--- src/rtl/mp_add_seq_pkg.sv ---
// Shared definitions for the word-serial multi-precision adder.
package mp_add_seq_pkg;

  localparam int ADD_W = 32;

  typedef enum logic [1:0] {
    IDLE = 2'd0,
    ADD  = 2'd1,
    DONE = 2'd2
  } state_e;

  // Width of the word index: enough bits to count to nWords-1, never narrower than 1.
  function automatic int idxWidth(input int nWords);
    return (nWords > 1) ? $clog2(nWords) : 1;
  endfunction

endpackage

--- src/rtl/mp_add_seq_csa.sv ---
// 32-bit square-root carry-select adder: blocks of 2,3,4,5,6,7,5 bits, each
// evaluated for both incoming carries and then selected by the real carry.
module SquareRootCSA
  import mp_add_seq_pkg::*;
(
  output logic [ADD_W:0]   sout,
  input  logic [ADD_W-1:0] in1,
  input  logic [ADD_W-1:0] in2,
  input  logic             c0
);

  // Bit positions where a new carry-select block begins (0,2,5,9,14,20,27).
  localparam logic [ADD_W-1:0] BLOCK_START = 32'h0810_4225;

  // Ripple each block twice (carry 0 and carry 1), then pick with the block carry-in.
  always_comb begin
    logic blockCin;
    logic c0Chain;
    logic c1Chain;
    logic s0;
    logic s1;
    logic p;
    sout     = '0;
    blockCin = c0;
    c0Chain  = 1'b0;
    c1Chain  = 1'b1;
    s0       = 1'b0;
    s1       = 1'b0;
    p        = 1'b0;
    for (int i = 0; i < ADD_W; i++) begin
      if (i > 0 && BLOCK_START[i]) begin
        blockCin = blockCin ? c1Chain : c0Chain;
        c0Chain  = 1'b0;
        c1Chain  = 1'b1;
      end
      p       = in1[i] ^ in2[i];
      s0      = p ^ c0Chain;
      s1      = p ^ c1Chain;
      c0Chain = (in1[i] & in2[i]) | (c0Chain & p);
      c1Chain = (in1[i] & in2[i]) | (c1Chain & p);
      sout[i] = blockCin ? s1 : s0;
    end
    sout[ADD_W] = blockCin ? c1Chain : c0Chain;
  end

endmodule

--- src/rtl/mp_add_seq.sv ---
// Word-serial adder: in1+in2+c0 at 32*NWORDS-bit precision, one 32-bit word per
// cycle through a single SquareRootCSA, least-significant word first.
module mp_add_seq
  import mp_add_seq_pkg::*;
#(
  parameter int NWORDS = 4
) (
  input  logic                   clk,
  input  logic                   rst,
  input  logic [ADD_W*NWORDS-1:0] in1,
  input  logic [ADD_W*NWORDS-1:0] in2,
  input  logic                   c0,
  input  logic                   start_valid,
  output logic                   start_ready,
  output logic [ADD_W*NWORDS:0]  sout,
  output logic                   res_valid,
  input  logic                   res_ready,
  output logic                   busy
);

  localparam int W     = ADD_W * NWORDS;
  localparam int IDX_W = idxWidth(NWORDS);
  localparam logic [IDX_W-1:0] LAST_IDX = IDX_W'(NWORDS - 1);

  state_e           state_q, state_d;
  logic [IDX_W-1:0] idx_q, idx_d;
  logic             carry_q, carry_d;
  logic [W-1:0]     opA_q, opA_d;
  logic [W-1:0]     opB_q, opB_d;
  logic [W:0]       sum_q, sum_d;

  logic [ADD_W-1:0] csaA;
  logic [ADD_W-1:0] csaB;
  logic [ADD_W:0]   csaSum;
  int               wordOff;

  assign wordOff = int'(idx_q) * ADD_W;
  assign csaA    = opA_q[wordOff +: ADD_W];
  assign csaB    = opB_q[wordOff +: ADD_W];

  SquareRootCSA uCsa (
    .sout (csaSum),
    .in1  (csaA),
    .in2  (csaB),
    .c0   (carry_q)
  );

  // State, operand, carry and result registers; reset discards any operation in flight.
  always_ff @(posedge clk) begin
    if (rst) begin
      state_q <= IDLE;
      idx_q   <= '0;
      carry_q <= 1'b0;
      opA_q   <= '0;
      opB_q   <= '0;
      sum_q   <= '0;
    end else begin
      state_q <= state_d;
      idx_q   <= idx_d;
      carry_q <= carry_d;
      opA_q   <= opA_d;
      opB_q   <= opB_d;
      sum_q   <= sum_d;
    end
  end

  // Next-state logic: latch at start, one word per ADD cycle, hold result in DONE.
  always_comb begin
    state_d = state_q;
    idx_d   = idx_q;
    carry_d = carry_q;
    opA_d   = opA_q;
    opB_d   = opB_q;
    sum_d   = sum_q;
    case (state_q)
      IDLE: begin
        if (start_valid) begin
          opA_d   = in1;
          opB_d   = in2;
          carry_d = c0;
          idx_d   = '0;
          state_d = ADD;
        end
      end
      ADD: begin
        sum_d[wordOff +: ADD_W] = csaSum[ADD_W-1:0];
        carry_d                 = csaSum[ADD_W];
        if (idx_q == LAST_IDX) begin
          sum_d[W] = csaSum[ADD_W];
          state_d  = DONE;
        end else begin
          idx_d = idx_q + IDX_W'(1);
        end
      end
      DONE: begin
        if (res_ready) begin
          state_d = IDLE;
        end
      end
      default: state_d = IDLE;
    endcase
  end

  // Handshake and status outputs decoded straight from the state register.
  always_comb begin
    start_ready = (state_q == IDLE);
    res_valid   = (state_q == DONE);
    busy        = (state_q != IDLE);
    sout        = sum_q;
  end

endmodule

--- config.mk ---
export PLATFORM = sky130hd
export DESIGN_NAME = mp_add_seq
export DESIGN_NICKNAME = d
export VERILOG_FILES = /design/src/rtl/mp_add_seq_pkg.sv /design/src/rtl/mp_add_seq_csa.sv /design/src/rtl/mp_add_seq.sv
export SDC_FILE = /design/constraint.sdc
export NUM_CORES = 1
export LEC_CHECK = 0
export CAP_MARGIN = 15
export CORE_MARGIN = 8
export CORE_UTILIZATION = 50
export DETAILED_ROUTE_END_ITERATION = 8
export PLACE_DENSITY = 0.84
export SYNTH_ARGS = -nofsm -noshare
export SYNTH_HDL_FRONTEND = slang
export SYNTH_HIERARCHICAL = 1
export SYNTH_SLANG_ARGS = --single-unit
--- constraint.sdc ---
create_clock -name clk -period 26.5 [get_ports clk]
set_input_delay 2.65 -clock clk [delete_from_list [all_inputs] [get_ports clk]]
set_output_delay 2.65 -clock clk [all_outputs]
set_load 0.005 [all_outputs]
### Word level (Yosys, flattened, before mapping)

Index checks and enable logic that the tools add are counted.
W data, S select, Z words.

| storage, ports and cells | value |
|---|---|
| bits in registers | 390 |
| output and inout bits | 132 |
| logic and storage cells | 304 |

| operators by class | value |
|---|---|
| multiplexer cells | 50 |
| bitwise gates (word level) | 228 |
| shift-type cells | 4 |
| equality and inequality tests | 7 |
| add/subtract/negate cells | 2 |
| reduce and logical (&&, ||, !) cells | 7 |

Operator list:

| operator | count |
|---|---|
| $shiftx A128 B8 Y32 | 2 |
| $bwmux W129 | 1 |
| $shift A32 B33 Y129 const A | 1 |
| $shiftx A32 B33 Y129 | 1 |
| $and A1 B1 Y1 | 82 |
| $xor A1 B1 Y1 | 82 |
| $or A1 B1 Y1 | 57 |
| $mux W1 | 41 |
| $neg A7 Y33 | 1 |
| $mux W2 | 5 |
| $not A1 Y1 | 7 |
| $ne A2 B2 Y1 const B | 3 |
| $pmux W2 S3 | 1 |
| $reduce_and A3 Y1 | 2 |
| $eq A2 B2 Y1 const B | 2 |
| $pmux W2 S2 | 1 |
| $reduce_and A2 Y1 | 2 |
| $reduce_bool A2 Y1 | 2 |
| $add A2 B1 Y2 const B | 1 |
| $eq A2 B1 Y1 const B | 1 |
| $logic_not A2 Y1 | 1 |
| $ne A2 B1 Y1 const B | 1 |
| $pmux W1 S2 | 1 |

### Depth between registers and ports, before layout

Gate-level depths: netlist (run 1).

| depth | value |
|---|---|
| depth in word-level cells | 20 |
| gate-level depth with buffers | 52 |
| gate-level depth less buffers | 49 |

### Hierarchy

Netlist (run 1), hierarchy kept.

By module, submodules not included:

| module | cells each | sequential area each (sq um) | times used | area each (sq um) |
|---|---|---|---|---|
| mp_add_seq | 1844 | 7807.5 | 1 | 15610.0 |
| SquareRootCSA | 95 | 0.0 | 1 | 934.6 |

### Worst setup path after synthesis (run 1)

OpenSTA, ideal clock, no wires.

| path | value |
|---|---|
| path type | flip-flop to flip-flop |
| start | reg idx_q[0] |
| end | reg sum_q[63] (netlist: sout[63]) |
| data arrival time | 12.058 ns |
| path slack | 14.371 ns |
| clock period less this slack | 12.129 ns |
| cell stages (with the launch flop) | 49 |
| data required time | 26.430 ns |
| cells stage by stage | dfxtp_1 -> buf_2 -> buf_4 -> buf_4 -> mux4_2 -> ha_1 -> nor2_1 -> a21oi_1 -> fa_1 -> a21oi_1 -> fa_1 -> inv_1 -> fa_1 -> mux2i_1 -> fa_1 -> fa_1 -> inv_1 -> fa_1 -> [... 13 more ...] -> o21ai_0 -> fa_1 -> fa_1 -> fa_1 -> fa_1 -> fa_1 -> fa_1 -> nor2_1 -> a21oi_1 -> fa_1 -> fa_1 -> fa_1 -> inv_1 -> fa_1 -> inv_1 -> nor2b_1 -> nand3_1 -> a21oi_1 |

| on the way | value |
|---|---|
| elaborated cells between the ends (all ways) | 267 |
| classes of those cells | add/sub: 1; shift: 4; mux: 39; bitwise: 223 |

RTL lines:

| item | RTL line | RTL |
|---|---|---|
| from (decl) | mp_add_seq.sv:26 | `logic [IDX_W-1:0] idx_q, idx_d;` |
| from (signal assigned) | mp_add_seq.sv:59 | `idx_q <= idx_d;` |
| $shiftx A128 B8 Y32 (*) | mp_add_seq.sv:38 | `assign csaA = opA_q[wordOff +: ADD_W];` |
| net csaA[0] | mp_add_seq.sv:32 | `logic [ADD_W-1:0] csaA;` |
| $and A1 B1 Y1 / $xor A1 B1 Y1 (equally long branches) | mp_add_seq_csa.sv:39, mp_add_seq_csa.sv:40, mp_add_seq_csa.sv:36 |  |
| $or A1 B1 Y1 | mp_add_seq_csa.sv:40 | `c1Chain = (in1[i] & in2[i]) \| (c1Chain & p);` |
| $and A1 B1 Y1 | mp_add_seq_csa.sv:40 |  |
| $or A1 B1 Y1 | mp_add_seq_csa.sv:40 |  |
| $mux W1 (*) (6 in a row) | mp_add_seq_csa.sv:32 | `blockCin = blockCin ? c1Chain : c0Chain;` |
| $mux W1 (*) | mp_add_seq_csa.sv:41 | `sout[i] = blockCin ? s1 : s0;` |
| net csaSum[31] | mp_add_seq.sv:34 | `logic [ADD_W:0] csaSum;` |
| $shiftx A32 B33 Y129 (*) | mp_add_seq.sv:86 | `sum_d[wordOff +: ADD_W] = csaSum[ADD_W-1:0];` |
| $bwmux W129 (*) | mp_add_seq.sv:86 |  |
| to (signal assigned) | mp_add_seq.sv:63 | `sum_q <= sum_d;` |
| to (decl) | mp_add_seq.sv:30 | `logic [W:0] sum_q, sum_d;` |

The timed path passes the listed nets; every way through them passes the cells marked *.
A chain may end at the register's enable or synchronous reset.

### Worst setup path after layout (run 1)

| path | value |
|---|---|
| start | reg idx_q[0] |
| end | reg sum_q[95] (netlist: sout[95]) |

Same word-level chain as after synthesis.

==> run metrics, run 1 <==
Largest delay share family, worst path=adder cells; Worst R2R Setup Slack=12.83 ns; Worst-Margin Slew=1.25 ns; mux cell area share after synthesis=8.83%; Max IR drop VDD=52.3 uV; WHS Endpoint=sout[53]; Worst setup EP type=flip-flop; first-pass GRT wire length=about 83000 um; CTS Buf Count=40; top_reg_cell synth=dfxtp_1; synthesis warning total=6; Clock Tree Root=clkbuf_16; Hold Vio Cnt, Final=0; CP arrival=roughly 14 ns; core box area=32500 um^2; adder-cell share of the synthesized area=~4.4%; die width=198 um; Yosys cell types=29; antenna violations before repair=9; start point of the worst hold path=sout[53]; CTS tree=yes; # setup viols final=0; grt ovf=0; fin. max-slew vios=0; Detailed Routing Iterations Pass 1=5; Final Critical Period=13.67 ns; Mean Syn Cell Area=8.53 um^2; dpl cells=2629; Final ANT Viol Nets=0; Pleak=7.69 nW; FF+latch count, synth=390; Syn Nets=2243; Synth area leaders=dfxtp_1, nand2_1, a21oi_1; Layout area overhead=31.1%; Syn Inst Count=a little under 2000; most frequent cell after synthesis=nand2_1; non-filler cells, final=2708; RR Endpoint=sout[95]; number of H-tree levels=2; GR Util All Layers=27.0%; Async S/R FF share, synth=0%; TNS Setup=0 ns; post-synth top area share=47.2%; synthesized-area fraction occupied by xor and xnor cells=0.371%; synth cell count leaders=nand2_1, dfxtp_1, a21oi_1, nand3_1, clkbuf_1; r2r startpoint=idx_q[0]; Worst path max stage delay=about 0.74 ns; post-CTS setup repair buffer count=0; DP Wirelength=40600 um; DRT iter0 DRCs=roughly 1300; number of filler cells placed in the layout=2606; Max-cap violations=0; worst clock skew=roughly 0.014 ns; Mapped Area=16500 um^2; PostCTS Resize Cnt=0; largest net degree at the start of global routing=roughly 260; critical path's slowest cell=dfxtp_4; Skew-Pair Late Insertion Delay=0.53 ns; PwrDens=64.3 nW/um^2; Synth area leader=dfxtp_1; ratio of cells with drive above 1 in the final layout=7.03%; clock transition at the registers of the reported paths=~0.06 ns; number of synthesized flops with an enable pin=0; Longest Clk Path Bufs=3; Critical Path Stages=46; Req. time, crit path=~27 ns; die area=39200 um^2; Hold Crit Class=reg2reg; final worst path period share=51.6%; WHS Path Cells=2; largest family of logic cells by synthesized area=simple AND/OR/NAND/NOR gates; area of the multi-input gates=7690 um^2; Seq/Total Area, Yosys=47.2%; Ports=393; port bufs=392; Achievable Freq=73.2 MHz; Max FO, Critical Path=40; average wire per standard cell=20.4 um; DR vias=15154; register area=7820 um^2; Synth Area in Simple Gates=20.9%; CTS sink cnt=390; final net count=2534; max_slew headroom=16.7%; die height=198 um; vias in the first global route=approximately 15000; outcome=finished clean; CP most frequent cell=fa_1; cts hold-fix bufs=0; kind of critical path=reg2reg; CP Buf/Inv Count=7; Reg2Reg Depth=46; DRC viols=0; RSZ-0062 raised after global routing=false; Compound-Gate Fraction of Synth Area=12.0%; WHS=~0.45 ns; routed wire length=55300 um; GPL Wtd Cong=0.883; Via-to-Cell Ratio=5.60; num rows=between 60 and 70; crit path launch type=flip-flop; Starting Density=50.8%
-- how the worst max path moves through the flow --
stage / from / end / slack [ns]
after floorplan: idx_q[0] / sout[63] / 14.37
after global placement: idx_q[0] / sout[127] / 13.06
after detailed placement: idx_q[0] / sout[95] / 12.86
after CTS: idx_q[0] / sout[95] / 12.85
after global routing: idx_q[0] / sout[127] / 12.04
final: idx_q[0] / sout[95] / 12.83
-- tightest hold or removal path, stage by stage (launching register included) --
cell	delay, ns
dfxtp_1	0.31
nand2_1	0.05
a21oi_1	0.05
-- final cells by class --
| class | count | area share [%] |
|---|---|---|
| diodes | 4 | 0.0462 |
| clock buffers | 54 | 5.19 |
| clock inverters | 20 | 1.03 |
| inverters | 41 | 0.710 |
| multi-input cells | 1344 | 35.5 |
| flip-flops and latches | 390 | 36.0 |
| well taps | 442 | 2.55 |
| repair buffers | 413 | 18.9 |
-- sequential cells by signal, indices dropped and copies added, names as in the netlist --
signal / count
idx_q: 2
state_q: 2
opB_q: 128
opA_q: 128
sout: 129
carry_q: 1
-- layout by cell type (no fill, tap or decap), drive strengths merged, types with 2 or more instances in the layout --
master / synthesis / routed
a21oi: 389 / 389
and3b: 4 / 4
buf: 84 / 22
bufinv: 0 / 4
clkbuf: 80 / 54
clkdlybuf4s50: 0 / 391
clkinv: 0 / 10
clkinvlp: 0 / 2
dfxtp: 390 / 390
diode: 0 / 4
fa: 25 / 25
ha: 18 / 18
inv: 41 / 45
mux2i: 2 / 2
mux4: 64 / 64
nand2: 646 / 646
nand2b: 2 / 2
nand3: 128 / 128
nand3b: 4 / 4
nor2: 6 / 6
nor2b: 36 / 36
nor3: 2 / 2
o21ai: 3 / 3
or3b: 2 / 2
xnor2: 4 / 4
xor2: 3 / 3
-- cells by family (layout without fill, tap and decap cells) --
logic type               after synthesis  count (layout)
multiplexers                          66              66
AO/OA/AOI/OAI                        395             395
AND/OR/NAND/NOR                      833             833
buffers and inverters                205             528
XOR/XNOR                               7               7
other                                  0               4
adder cells (fa/ha/maj)               43              43
flip-flops                           390             390
-- per-layer routing --
layer,GRT usage [%],part of all wire (%),up-vias
met3,5.62,8.1,149
met5,0,0.12,-
met1,32.9,39,7239
li1,-,-,7020
met2,45.3,48,736
met4,13.1,4.9,10
-- power by group --
part           switching (mW)  leakage [nW]  internal [mW]
logic                   0.100          3.84         0.0853
clock network           0.238         0.665          0.340
registers              0.0177          3.18          0.612
-- through the flow --
step / util, % / total power, mW / setup WS [ns] / cell area (um^2)
final: 66.6 / 1.39 / 12.83 / 21700
after global routing: 66.6 / 1.44 / 12.04 / 21700
after CTS: 66.6 / 1.40 / 12.85 / 21700
after detailed placement: 62.4 / 0.826 / 12.86 / 20300
after global placement: 62.4 / 0.821 / 13.06 / 20300
after floorplan: - / 0.743 / 14.37 / 16500
Note: power is estimated with default switching activity, not from simulation.
==> run 2: changes to the inputs <==
==> constraint.sdc (replaced) <==
create_clock -name clk -period 13.5 [get_ports clk]
set_input_delay 1.35 -clock clk [delete_from_list [all_inputs] [get_ports clk]]
set_output_delay 1.35 -clock clk [all_outputs]
set_load 0.005 [all_outputs]
==> run 2 against run 1 <==
Die area is the same; power increased by 99%; clock power up 100%; fmax grew 7.9%; count of clock-buffer cells in the layout decreased by 1; critical path type unchanged; routed wire length is 0.57% higher; largest power group unchanged; via count down 0.76%; final cell count is essentially flat; final area is 0.32% higher; combinational power increased by 99%; first-iteration DRC count rose by 2.7%.
==> run metrics, run 2 (same netlist as run 1, synthesis figures left out) <==
P_int=2.06 mW; routed wire length=~56000 um; die width=198 um; WHS Endpoint=sout[55]; DRC viols=0; GR Util All Layers=27.1%; Worst-Margin Slew=roughly 1.3 ns; RSZ-0062 raised after global routing=false; crit path launch type=flip-flop; Skew-Pair Late Insertion Delay=0.55 ns; Reg2Reg Depth=45; Clock Tree Root=clkbuf_16; Achievable Freq=a little under 80 MHz; critical path's slowest cell=buf_4; Worst R2R Setup Slack=0.83 ns; switching pwr=710 uW; most common cell after layout, fill and taps aside=nand2_1; DP Wirelength=slightly above 40000 um; core box area=approximately 33000 um^2; number of H-tree levels=2; number of filler cells placed in the layout=between 2000 and 3000; Layout area overhead=31.5%; RR Endpoint=sout[63]; DRT iter0 DRCs=1302; Sw Share=roughly 26%; die area=39200 um^2; CP arrival=approximately 13 ns; register area=7820 um^2; fin. max-slew vios=0; average wire per standard cell=20.6 um; Pleak=just under 8 nW; Final Critical Period=12.67 ns; Ports=393; ratio of cells with drive above 1 in the final layout=7.24%; final net count=2536; CTS tree=yes; area of the multi-input gates=7690 um^2; kind of critical path=reg2reg; first-pass GRT wire length=83600 um; Largest delay share family, worst path=adder cells; antenna violations before repair=7; commonest cells after routing, fill and taps aside=nand2_1, clkdlybuf4s50_1, a21oi_1, dfxtp_1, nand3_1; grt ovf=0; DR vias=around 15000; CTS sink cnt=390; port bufs=392; PostCTS Resize Cnt=0; clock share of power=42.1%; max FFs per register=129; GPL Wtd Cong=0.894; design area=21800 um^2; vias in the first global route=15001; clock transition at the registers of the reported paths=approximately 0.06 ns; post-CTS setup repair buffer count=0; start point of the worst hold path=sout[55]; Worst path max stage delay=between 0.6 and 0.7 ns; # setup viols final=0; die height=between 150 and 200 um; CTS Buf Count=40; largest net degree at the start of global routing=~200; combinational share of power=13.4%; Longest Clk Path Bufs=3; final worst path period share=93.8%; Hold Vio Cnt, Final=0; Via-to-Cell Ratio=5.56; Worst setup EP type=flip-flop; Detailed Routing Iterations Pass 1=6; CP most frequent cell=fa_1; Starting Density=50.8%; CP Buf/Inv Count=7; r2r startpoint=idx_q[0]; Max-cap violations=0; Final ANT Viol Nets=0; DP Area=~20000 um^2; worst clock skew=0.0200 ns; sequential fraction of design power=between 40% and 50%; Max FO, Critical Path=37; num rows=66; PwrDens=127 nW/um^2; cts hold-fix bufs=0; max_slew headroom=roughly 16%; WHS Path Cells=2; outcome=finished clean; TNS Setup=0 ns; Max IR drop VDD=94.1 uV; Hold Crit Class=reg2reg; Req. time, crit path=13.94 ns
## run 2: cell count changes in the layout (fill, tap and decap cells not counted), moves of 3 or more
cell / delta
inv_6: -3
clkbuf_8: +3
clkbuf_1: -3
diode_2: -3
clkinvlp_4: +3
## run 2: worst max path at each step
stage	startpoint	to	slack [ns]	cells after the start
global placement	idx_q[0]	sout[127]	1.11	45
detailed placement	idx_q[0]	sout[127]	0.93	45
global route	idx_q[0]	sout[63]	0.20	45
floorplan	idx_q[0]	sout[63]	1.37	48
CTS	idx_q[0]	sout[127]	0.86	45
finish	idx_q[0]	sout[63]	0.83	45
## run 2: worst min-delay path: stages, from the launching register on
cell and delay [ns]:
dfxtp_1 0.31, nand2_1 0.05, a21oi_1 0.05
## run 2: metrics by stage
stage          power [mW]  setup slack, ns  cells  utilization, %  hold slack, ns
2_1_floorplan        1.46             1.37   1939               -           0.433
3_3_place_gp         1.61             1.11   2630            62.4           0.439
3_5_place_dp         1.62            0.929   2630            62.4           0.443
4_1_cts              2.78            0.863   2704            66.7           0.452
5_1_grt              2.87            0.200   2707            66.9           0.462
6_report             2.77            0.831   2707            66.9           0.450
## run 2: final cells by class
cell class	count	share of cell area, %
Tap cell	442	2.54
Clock buffer	53	5.19
Sequential cell	390	35.9
Clock inverter	21	1.26
Antenna cell	1	0.0115
Inverter	41	0.708
Multi-Input combinational cell	1344	35.4
Timing Repair Buffer	415	19.0
## run 2: layer usage
| layer | global-route usage, % | share of wire (%) | wire length, um | up-vias |
|---|---|---|---|---|
| li1 | - | - | - | 7018 |
| met1 | 32.2 | 38 | 21100 | 7169 |
| met2 | 46.1 | 49 | 27000 | 695 |
| met3 | 6.16 | 8.7 | 4830 | 145 |
| met4 | 12.8 | 4.8 | 2660 | 12 |
| met5 | 0 | 0.13 | 73 | - |
## run 2: power by group through the flow
| stage | sequential (mW) | clock [mW] | combinational, mW |
|---|---|---|---|
| global route | 1.24 | 1.23 | 0.397 |
| CTS | 1.23 | 1.18 | 0.367 |
| floorplan | 1.24 | 0 | 0.213 |
| detailed placement | 1.26 | 0 | 0.365 |
| finish | 1.23 | 1.17 | 0.371 |
| global placement | 1.25 | 0 | 0.359 |
==> run 3: changes to the inputs <==
--- a/config.mk
+++ b/config.mk
@@ -10,6 +10,7 @@
 export CORE_UTILIZATION = 50
 export DETAILED_ROUTE_END_ITERATION = 8
 export PLACE_DENSITY = 0.84
+export RECOVER_POWER = 25
 export SYNTH_ARGS = -nofsm -noshare
 export SYNTH_HDL_FRONTEND = slang
 export SYNTH_HIERARCHICAL = 1
==> run 3 against run 2 <==
The run now ends with max-capacitance violations, max-slew violations left; critical path depth stayed put; sequential cell count stayed put; global-route usage stayed put; utilization hardly changed; power hardly changed; combinational power hardly changed; highest routed layer unchanged.
==> run metrics, run 3 (same netlist as run 1, synthesis figures left out) <==
outcome=complete, but fails checks; failing checks=max-capacitance violations, max-slew violations; PwrDens=127 nW/um^2; Final Critical Period=12.77 ns; commonest cells after routing, fill and taps aside=nand2_1, a21oi_1, dfxtp_1, clkdlybuf4s50_1, nand3_1; fin. max-slew vios=between 150 and 200; switching pwr=approximately 710 uW; CP Buf/Inv Count=7; Worst-Margin Slew=8.24 ns; combinational share of power=13.4%; Sw Share=between 20% and 30%; Final ANT Viol Nets=0; max FFs per register=129; DR vias=15084; clock transition at the registers of the reported paths=0.06 ns; P_int=2.06 mW; post-CTS setup repair buffer count=0; kind of critical path=reg2reg; Req. time, crit path=13.86 ns; Longest Clk Path Bufs=3; Worst R2R Setup Slack=~0.73 ns; Max IR drop VDD=93.8 uV; Clock Tree Root=clkbuf_16; Hold Vio Cnt, Final=0; DRC viols=0; vias in the first global route=between 15000 and 20000; GR Util All Layers=between 20% and 30%; grt ovf=0; Layout area overhead=31.4%; design area=roughly 22000 um^2; first-pass GRT wire length=83600 um; CP most frequent cell=fa_1; r2r startpoint=idx_q[0]; ratio of cells with drive above 1 in the final layout=7.20%; GPL Wtd Cong=0.894; # setup viols final=0; PostCTS Resize Cnt=0; average wire per standard cell=about 20 um; Achievable Freq=78.3 MHz; CP arrival=13.14 ns; TNS Setup=0 ns; Skew-Pair Late Insertion Delay=0.55 ns; die area=39200 um^2; CTS sink cnt=390; DRT iter0 DRCs=1274; Worst path max stage delay=0.64 ns; Starting Density=50.8%; Hold Crit Class=reg2reg; number of H-tree levels=2; die width=between 150 and 200 um; number of filler cells placed in the layout=about 2600; Via-to-Cell Ratio=between 5 and 6; start point of the worst hold path=sout[55]; RR Endpoint=sout[127]; Pleak=8.07 nW; CTS Buf Count=40; sequential fraction of design power=44.5%; Reg2Reg Depth=45; Worst setup EP type=flip-flop; WHS Endpoint=sout[55]; largest net degree at the start of global routing=198; final net count=2536; cts hold-fix bufs=0; Max FO, Critical Path=37; DP Area=20300 um^2; die height=198 um; port bufs=392; DP Wirelength=slightly above 40000 um; max_slew headroom=-449%; routed wire length=55500 um; antenna violations before repair=7; Detailed Routing Iterations Pass 1=8; Max-cap violations=1; CTS tree=yes; core box area=about 33000 um^2; crit path launch type=flip-flop; critical path's slowest cell=buf_4; most common cell after layout, fill and taps aside=nand2_1; Largest delay share family, worst path=adder cells; clock share of power=42.1%; worst clock skew=0.0209 ns; num rows=66; WHS Path Cells=2; RSZ-0062 raised after global routing=false; Ports=393; final worst path period share=a little over nine tenths
-- run 3: cell count changes in the layout (fill, tap and decap cells not counted) --
cell / change
buf_8: -1
clkbuf_1: +1
clkdlybuf4s50_1: -101
dlygate4sd3_1: +101
-- run 3: how the worst max path moves through the flow --
stage                         from        end  slack (ns)  depth (start not counted)
after CTS                 idx_q[0]  sout[127]        0.86                         45
after global routing      idx_q[0]   sout[63]        0.11                         45
after detailed placement  idx_q[0]  sout[127]        0.93                         45
after global placement    idx_q[0]  sout[127]        1.11                         45
final                     idx_q[0]  sout[127]        0.73                         45
after floorplan           idx_q[0]   sout[63]        1.37                         48
-- run 3: layout make-up --
cell class | count | area (um^2) | share of cell area [%]
Sequential cell | 390 | 7820 | 35.9
Multi-Input combinational cell | 1344 | 7690 | 35.4
Timing Repair Buffer | 415 | 4120 | 18.9
Clock buffer | 53 | 1130 | 5.20
Antenna cell | 1 | 2.50 | 0.0115
Inverter | 41 | 154 | 0.708
Clock inverter | 21 | 274 | 1.26
Tap cell | 442 | 553 | 2.54
-- run 3: per-layer routing --
layer,global-route usage (%),part of all wire [%]
met1,32.2,38
met2,46.1,49
met3,6.16,8.7
met4,12.8,4.7
met5,0,0.13
-- run 3: tightest hold or removal path, stage by stage (launching register included) --
cell     delay, ns
dfxtp_1       0.30
nand2_1       0.05
a21oi_1       0.05
-- run 3: power groups by stage --
stage	Clock [mW]	Sequential [mW]	Combinational, mW
after floorplan	0	1.24	0.213
after global placement	0	1.25	0.359
after detailed placement	0	1.26	0.365
after CTS	1.18	1.23	0.367
after global routing	1.23	1.24	0.398
final	1.17	1.23	0.370
-- run 3: per-stage QoR --
stage | std cells | setup WS (ns) | utilization (%) | hold slack [ns] | power [mW]
2_1_floorplan | 1939 | 1.37 | - | 0.433 | 1.46
3_3_place_gp | 2630 | 1.11 | 62.4 | 0.439 | 1.61
3_5_place_dp | 2630 | 0.929 | 62.4 | 0.443 | 1.62
4_1_cts | 2704 | 0.863 | 66.7 | 0.452 | 2.78
5_1_grt | 2707 | 0.113 | 66.8 | 0.462 | 2.87
6_report | 2707 | 0.728 | 66.8 | 0.447 | 2.77
==> variant 1 (config.mk and constraints of run 2) <==
Change the parameter `NWORDS` from 4 to 2.
--- a/src/rtl/mp_add_seq.sv
+++ b/src/rtl/mp_add_seq.sv
@@ -5,3 +5,3 @@
 #(
-  parameter int NWORDS = 4
+  parameter int NWORDS = 2
 ) (
Interface: changed (resized in1, in2 and sout); port bits go from 393 to 201. No check against the original RTL was run, so the function may have changed too.
==> variant 1 against run 2 <==
Worst hold slack better by 3.2 ps; cell area is 49% lower; worst setup slack better by 310 ps; routed wire length is 61% lower; synthesized area is 49% lower; power is 51% lower; count of clock-buffer cells in the layout is 36 lower; clock power is 56% lower; global-route usage is 7.1 points lower; sequential cell count is 193 lower; core utilization is 0.30 points higher; largest power group unchanged.
==> variant 1: results (changes against run 2) <==
status finished, final reports clean; Final GP Congestion 0.7669 (-14%); slew margin rel. 41.25% (+25 points); Net Sw Frac 26.47% (+0.88 points); vias in the first global route 7154 (-52%); Seq. pwr 0.000637 W (-48%); Hold Crit Endpoint opB_q[39]; R2R cell count 44 (-2.2%); layout cells sized above 1 9.639% (+2.4 points); peak supply drop 0.08759 mV (-6.9%); Total GRT Usage 20.04% (-7.1 points); antenna diode instance count 0 (-1); H-tree depth 4 (+2); Detailed Route Iter0 Violations 342 (-74%); later-pin clock latency in the skew report 430 ps (-120 ps); Post-DP HPWL 15.00 mm (-63%); top post-synthesis cells by count nand2_1, dfxtp_1, a21oi_1, mux2_2, inv_1; Critical-path top delay cell dfxtp_4; syn nets 1162 (-48%); Comb pwr share 16.0% (+2.6 points); first-pass GRT wire length 35.40 mm (-58%); hold path start opB_q[39]; via/cell ratio 5.097 (-8.3%); Unique masters post-synth 27 (-6.9%); Worst Skew 9.200 ps (-10.85 ps); fin nets 1321 (-48%); clock buffer depth 2 (-1); largest net degree at the start of global routing 116 (-41%); port bufs 200 (-49%); number of flip-flops in the largest register 65 (-50%); r2r startpoint idx_q; Synth area leaders dfxtp_1, nand2_1, a21oi_1, mux2_2, fa_1; initial antenna violation count 0 (-7); sequential element share of the synthesized area 46.43% (-0.76 points); crit-path max FO 42 (+14%); First-pass DRT Iterations 5 (-1); Worst-path clk slew 70 ps; Num CTS Buffers 17 (-57%); M3 GR Usage 5.253% (-0.91 points); FF-to-FF End sout[63]; LEAKAGE 4.297 nW (-44%)
-- variant 1: changes by cell type after synthesis, moves of 4 or more --
| cell | before | now |
|---|---|---|
| a21oi_1 | 389 | 165 |
| buf_6 | 26 | 1 |
| mux2_2 | 0 | 64 |
| dfxtp_1 | 390 | 197 |
| nand2_1 | 646 | 325 |
| nor2b_1 | 36 | 2 |
| nor2_1 | 6 | 37 |
| mux4_2 | 64 | 0 |
| ha_1 | 18 | 14 |
| nand3_1 | 128 | 0 |
| mux2i_1 | 2 | 34 |
| buf_2 | 52 | 31 |
| clkbuf_1 | 80 | 32 |
-- variant 1: area by class of cell --
type,instances,area (sq um)
fill,1339,5446
multi-input combinational,686,4105
sequential,197,3948
timing repair buffer,209,2071
clock buffer,17,425.4
tap,220,275.3
clock inverter,15,170.2
inverter,38,142.6
-- variant 1: through the flow --
| stage | worst slack (ps) | std cells | power [W] | cell area [sq um] | util (%) |
|---|---|---|---|---|---|
| after floorplan | 1955 | 990 | 0.0007758 | 8494 | - |
| after global placement | 1425 | 1350 | 0.0008598 | 10540 | 63.57 |
| after detailed placement | 1217 | 1350 | 0.0008659 | 10540 | 63.57 |
| after CTS | 1176 | 1382 | 0.001371 | 11140 | 67.16 |
| after global routing | 678.8 | 1382 | 0.001428 | 11140 | 67.16 |
| final | 1142 | 1382 | 0.001365 | 11140 | 67.16 |
-- variant 1: layer usage --
metal,up-vias,share of wire [%]
met5,-,0
met4,0,1.1
met3,17,5.7
met2,210,49
met1,3310,45
li1,3507,-
-- variant 1: kinds of logic after synthesis --
logic type      Yosys count  synth area share, %
fa+ha+maj                39                7.954
simple gates            372                16.91
flops                   197                46.43
mux                      98                12.49
buf+inv                 107                5.406
compound gates          170                10.09
xor+xnor                  7               0.7218
==> variant 2 (flow settings as in run 2) <==
Made on the original files. `opA_q` no longer has a reset.
--- a/src/rtl/mp_add_seq.sv
+++ b/src/rtl/mp_add_seq.sv
@@ -53,3 +53,2 @@
       carry_q <= 1'b0;
-      opA_q   <= '0;
       opB_q   <= '0;
@@ -60,3 +59,2 @@
       carry_q <= carry_d;
-      opA_q   <= opA_d;
       opB_q   <= opB_d;
@@ -64,2 +62,6 @@
     end
+  end
+
+  always_ff @(posedge clk) begin
+    opA_q <= opA_d;
   end
Behaviour: no difference found for any inputs over 4 cycles, from zero or initial values and one cycle with rst high; that may be too few to reach the edited logic, so the function may still have changed.
==> variant 2 against run 2 <==
Cell area shrank 3.5%; synthesized area decreased by 5.1%; first-iteration DRC count is 30% lower; critical path depth shrank 1; worst setup slack better by 110 ps; largest power group unchanged; sequential cell count is the same; routed wire length fell by 16%; via count down 19%; combinational power grew 5%; power rose by 0.56%; largest cell class unchanged; fmax is 0.88% higher.
==> variant 2: results (changes against run 2) <==
status finished, final reports clean; Post-DP HPWL 33.73 mm (-17%); r2r startpoint idx_q[0]; crit path DAT 13000 ps (-110 ps); clock buffer depth 3 (unchanged); hold path start sout[9]; Area growth syn-to-layout 33.64%; Sw Pwr 0.0006831 W (-3.7%); Hold Path Class flop to flop; post-CTS sizing 0 (unchanged); Avg WL per Cell 21.49 um (+4.5%); hold path depth 2 (unchanged); Synth area leaders dfxtp_1, edfxtp_1, mux4_2, nand2_1, a21oi_1; Main synth FF type dfxtp_1; top post-synthesis cells by count nand2_1, dfxtp_1, a21oi_1, edfxtp_1, nand3_1; Post-synth EDFFs 128 (+128); layout cells sized above 1 9.537% (+2.3 points); sequential element share of the synthesized area 57.87% (+11 points); largest net degree at the start of global routing 163 (-18%); vias in the first global route 12490 (-17%); Worst Skew 12.47 ps (-7.574 ps); Num CTS Buffers 40 (unchanged); initial antenna violation count 8 (+1); Total GRT Usage 24.08% (-3.0 points); pre-CTS setup slack 966.7 ps (+37.27 ps); First-pass DRT Iterations 7 (+1); port bufs 392 (unchanged); syn nets 1707 (-24%); first-pass GRT wire length 71.28 mm (-15%); Filler cells 2260 (-13%); later-pin clock latency in the skew report 520 ps (-30 ps); placed cell area 19670 sq um (-3.1%); Worst-path clk slew 60 ps (about the same); FF-to-FF End sout[31]; R2R cell count 44 (-2.2%); Critical-path top delay cell mux4_2; slew margin rel. 25.30% (+9.1 points); Post-CTS Repair Setup Buffers 0 (unchanged); fin nets 2046 (-19%); LEAKAGE 7.322 nW (-5.2%); synth warn 6 (unchanged); number of flip-flops in the largest register 129 (unchanged); Final GP Congestion 0.8305 (-7.1%); Detailed Route Iter0 Violations 909 (-30%); peak supply drop 0.1157 mV (+23%); delay of the slowest critical-path stage 550 ps (-90 ps); H-tree depth 2 (unchanged); via/cell ratio 5.617 (+1.1%); CTS root buffer clkbuf_16; Reg2Reg Setup Slack 940 ps (+110 ps); Hold Crit Endpoint sout[9]; Unique masters post-synth 41 (+41%); async set-or-reset flop fraction in the synthesized netlist 0% (unchanged); crit-path max FO 13 (-65%)
[variant 2: cell count changes in the layout (fill, tap and decap cells not counted), sizes merged, moves of 32 or more]
cell    change
a21oi     -226
edfxtp    +128
nand3      -32
dfxtp     -128
o21ai      +64
a32o       +32
nor2b      -34
nand2     -289
[variant 2: power by group through the flow]
stage / registers (W) / clock network, W / logic, W
after CTS: 0.00130 / 0.00112 / 0.000387
after global placement: 0.00132 / 0 / 0.000377
after detailed placement: 0.00132 / 0 / 0.000385
after floorplan: 0.00131 / 0 / 0.000209
after global routing: 0.00130 / 0.00116 / 0.000415
final: 0.00130 / 0.00110 / 0.000388
[variant 2: how the worst max path moves through the flow]
stage / from / end / slack [ps] / cells after the start
after CTS: idx_q[0] / sout[63] / 920 / 44
after floorplan: idx_q[0] / sout[31] / 1550 / 47
after detailed placement: idx_q[0] / sout[63] / 970 / 44
after global placement: idx_q[0] / sout[31] / 1190 / 44
after global routing: idx_q[0] / sout[63] / 400 / 41
final: idx_q[0] / sout[31] / 940 / 44
[variant 2: routing by layer]
layer	vias to the layer above	routed length, um	track usage (%)	part of all wire (%)
met4	4	2231	12.20	4.8
met3	123	3673	5.484	7.8
met1	5934	18090	29.00	39
met2	596	22820	40.20	49
met5	-	27	0	0.058
li1	5589	-	-	-
[variant 2: kinds of logic after synthesis]
logic type / after synthesis / synth area share [%]
compound gates: 265 / 9.807
xor+xnor: 7 / 0.3904
flops: 390 / 57.87
simple gates: 476 / 12.95
fa+ha+maj: 43 / 4.621
mux: 68 / 9.433
buf+inv: 154 / 4.931
[variant 2: stage by stage]
stage               instances  total power (W)  hold WS (ps)
floorplan                1403         0.001522         433.1
global placement         2102         0.001695         438.0
detailed placement       2102         0.001708         442.8
CTS                      2174         0.002801         451.1
global route             2180         0.002879         469.7
finish                   2180         0.002787         448.0
[variant 2: cell type report]
type	instances	area [sq um]	area share [%]
Sequential cell	390	9096	43.34
Multi-Input combinational cell	859	5862	27.93
Timing Repair Buffer	407	4038	19.24
Clock buffer	60	1171	5.580
Tap cell	402	503.0	2.396
Inverter	44	173.9	0.8286
Clock inverter	12	130.1	0.6200
Antenna cell	6	15.01	0.07153
[variant 2: worst max-delay path: cells and delay by family (launching register included)]
kind / cells / cell delay [ps]
fa+ha+maj: 26 / 9570
mux: 3 / 800
compound gates: 6 / 790
buf+inv: 7 / 600
flops: 1 / 510
simple gates: 2 / 200
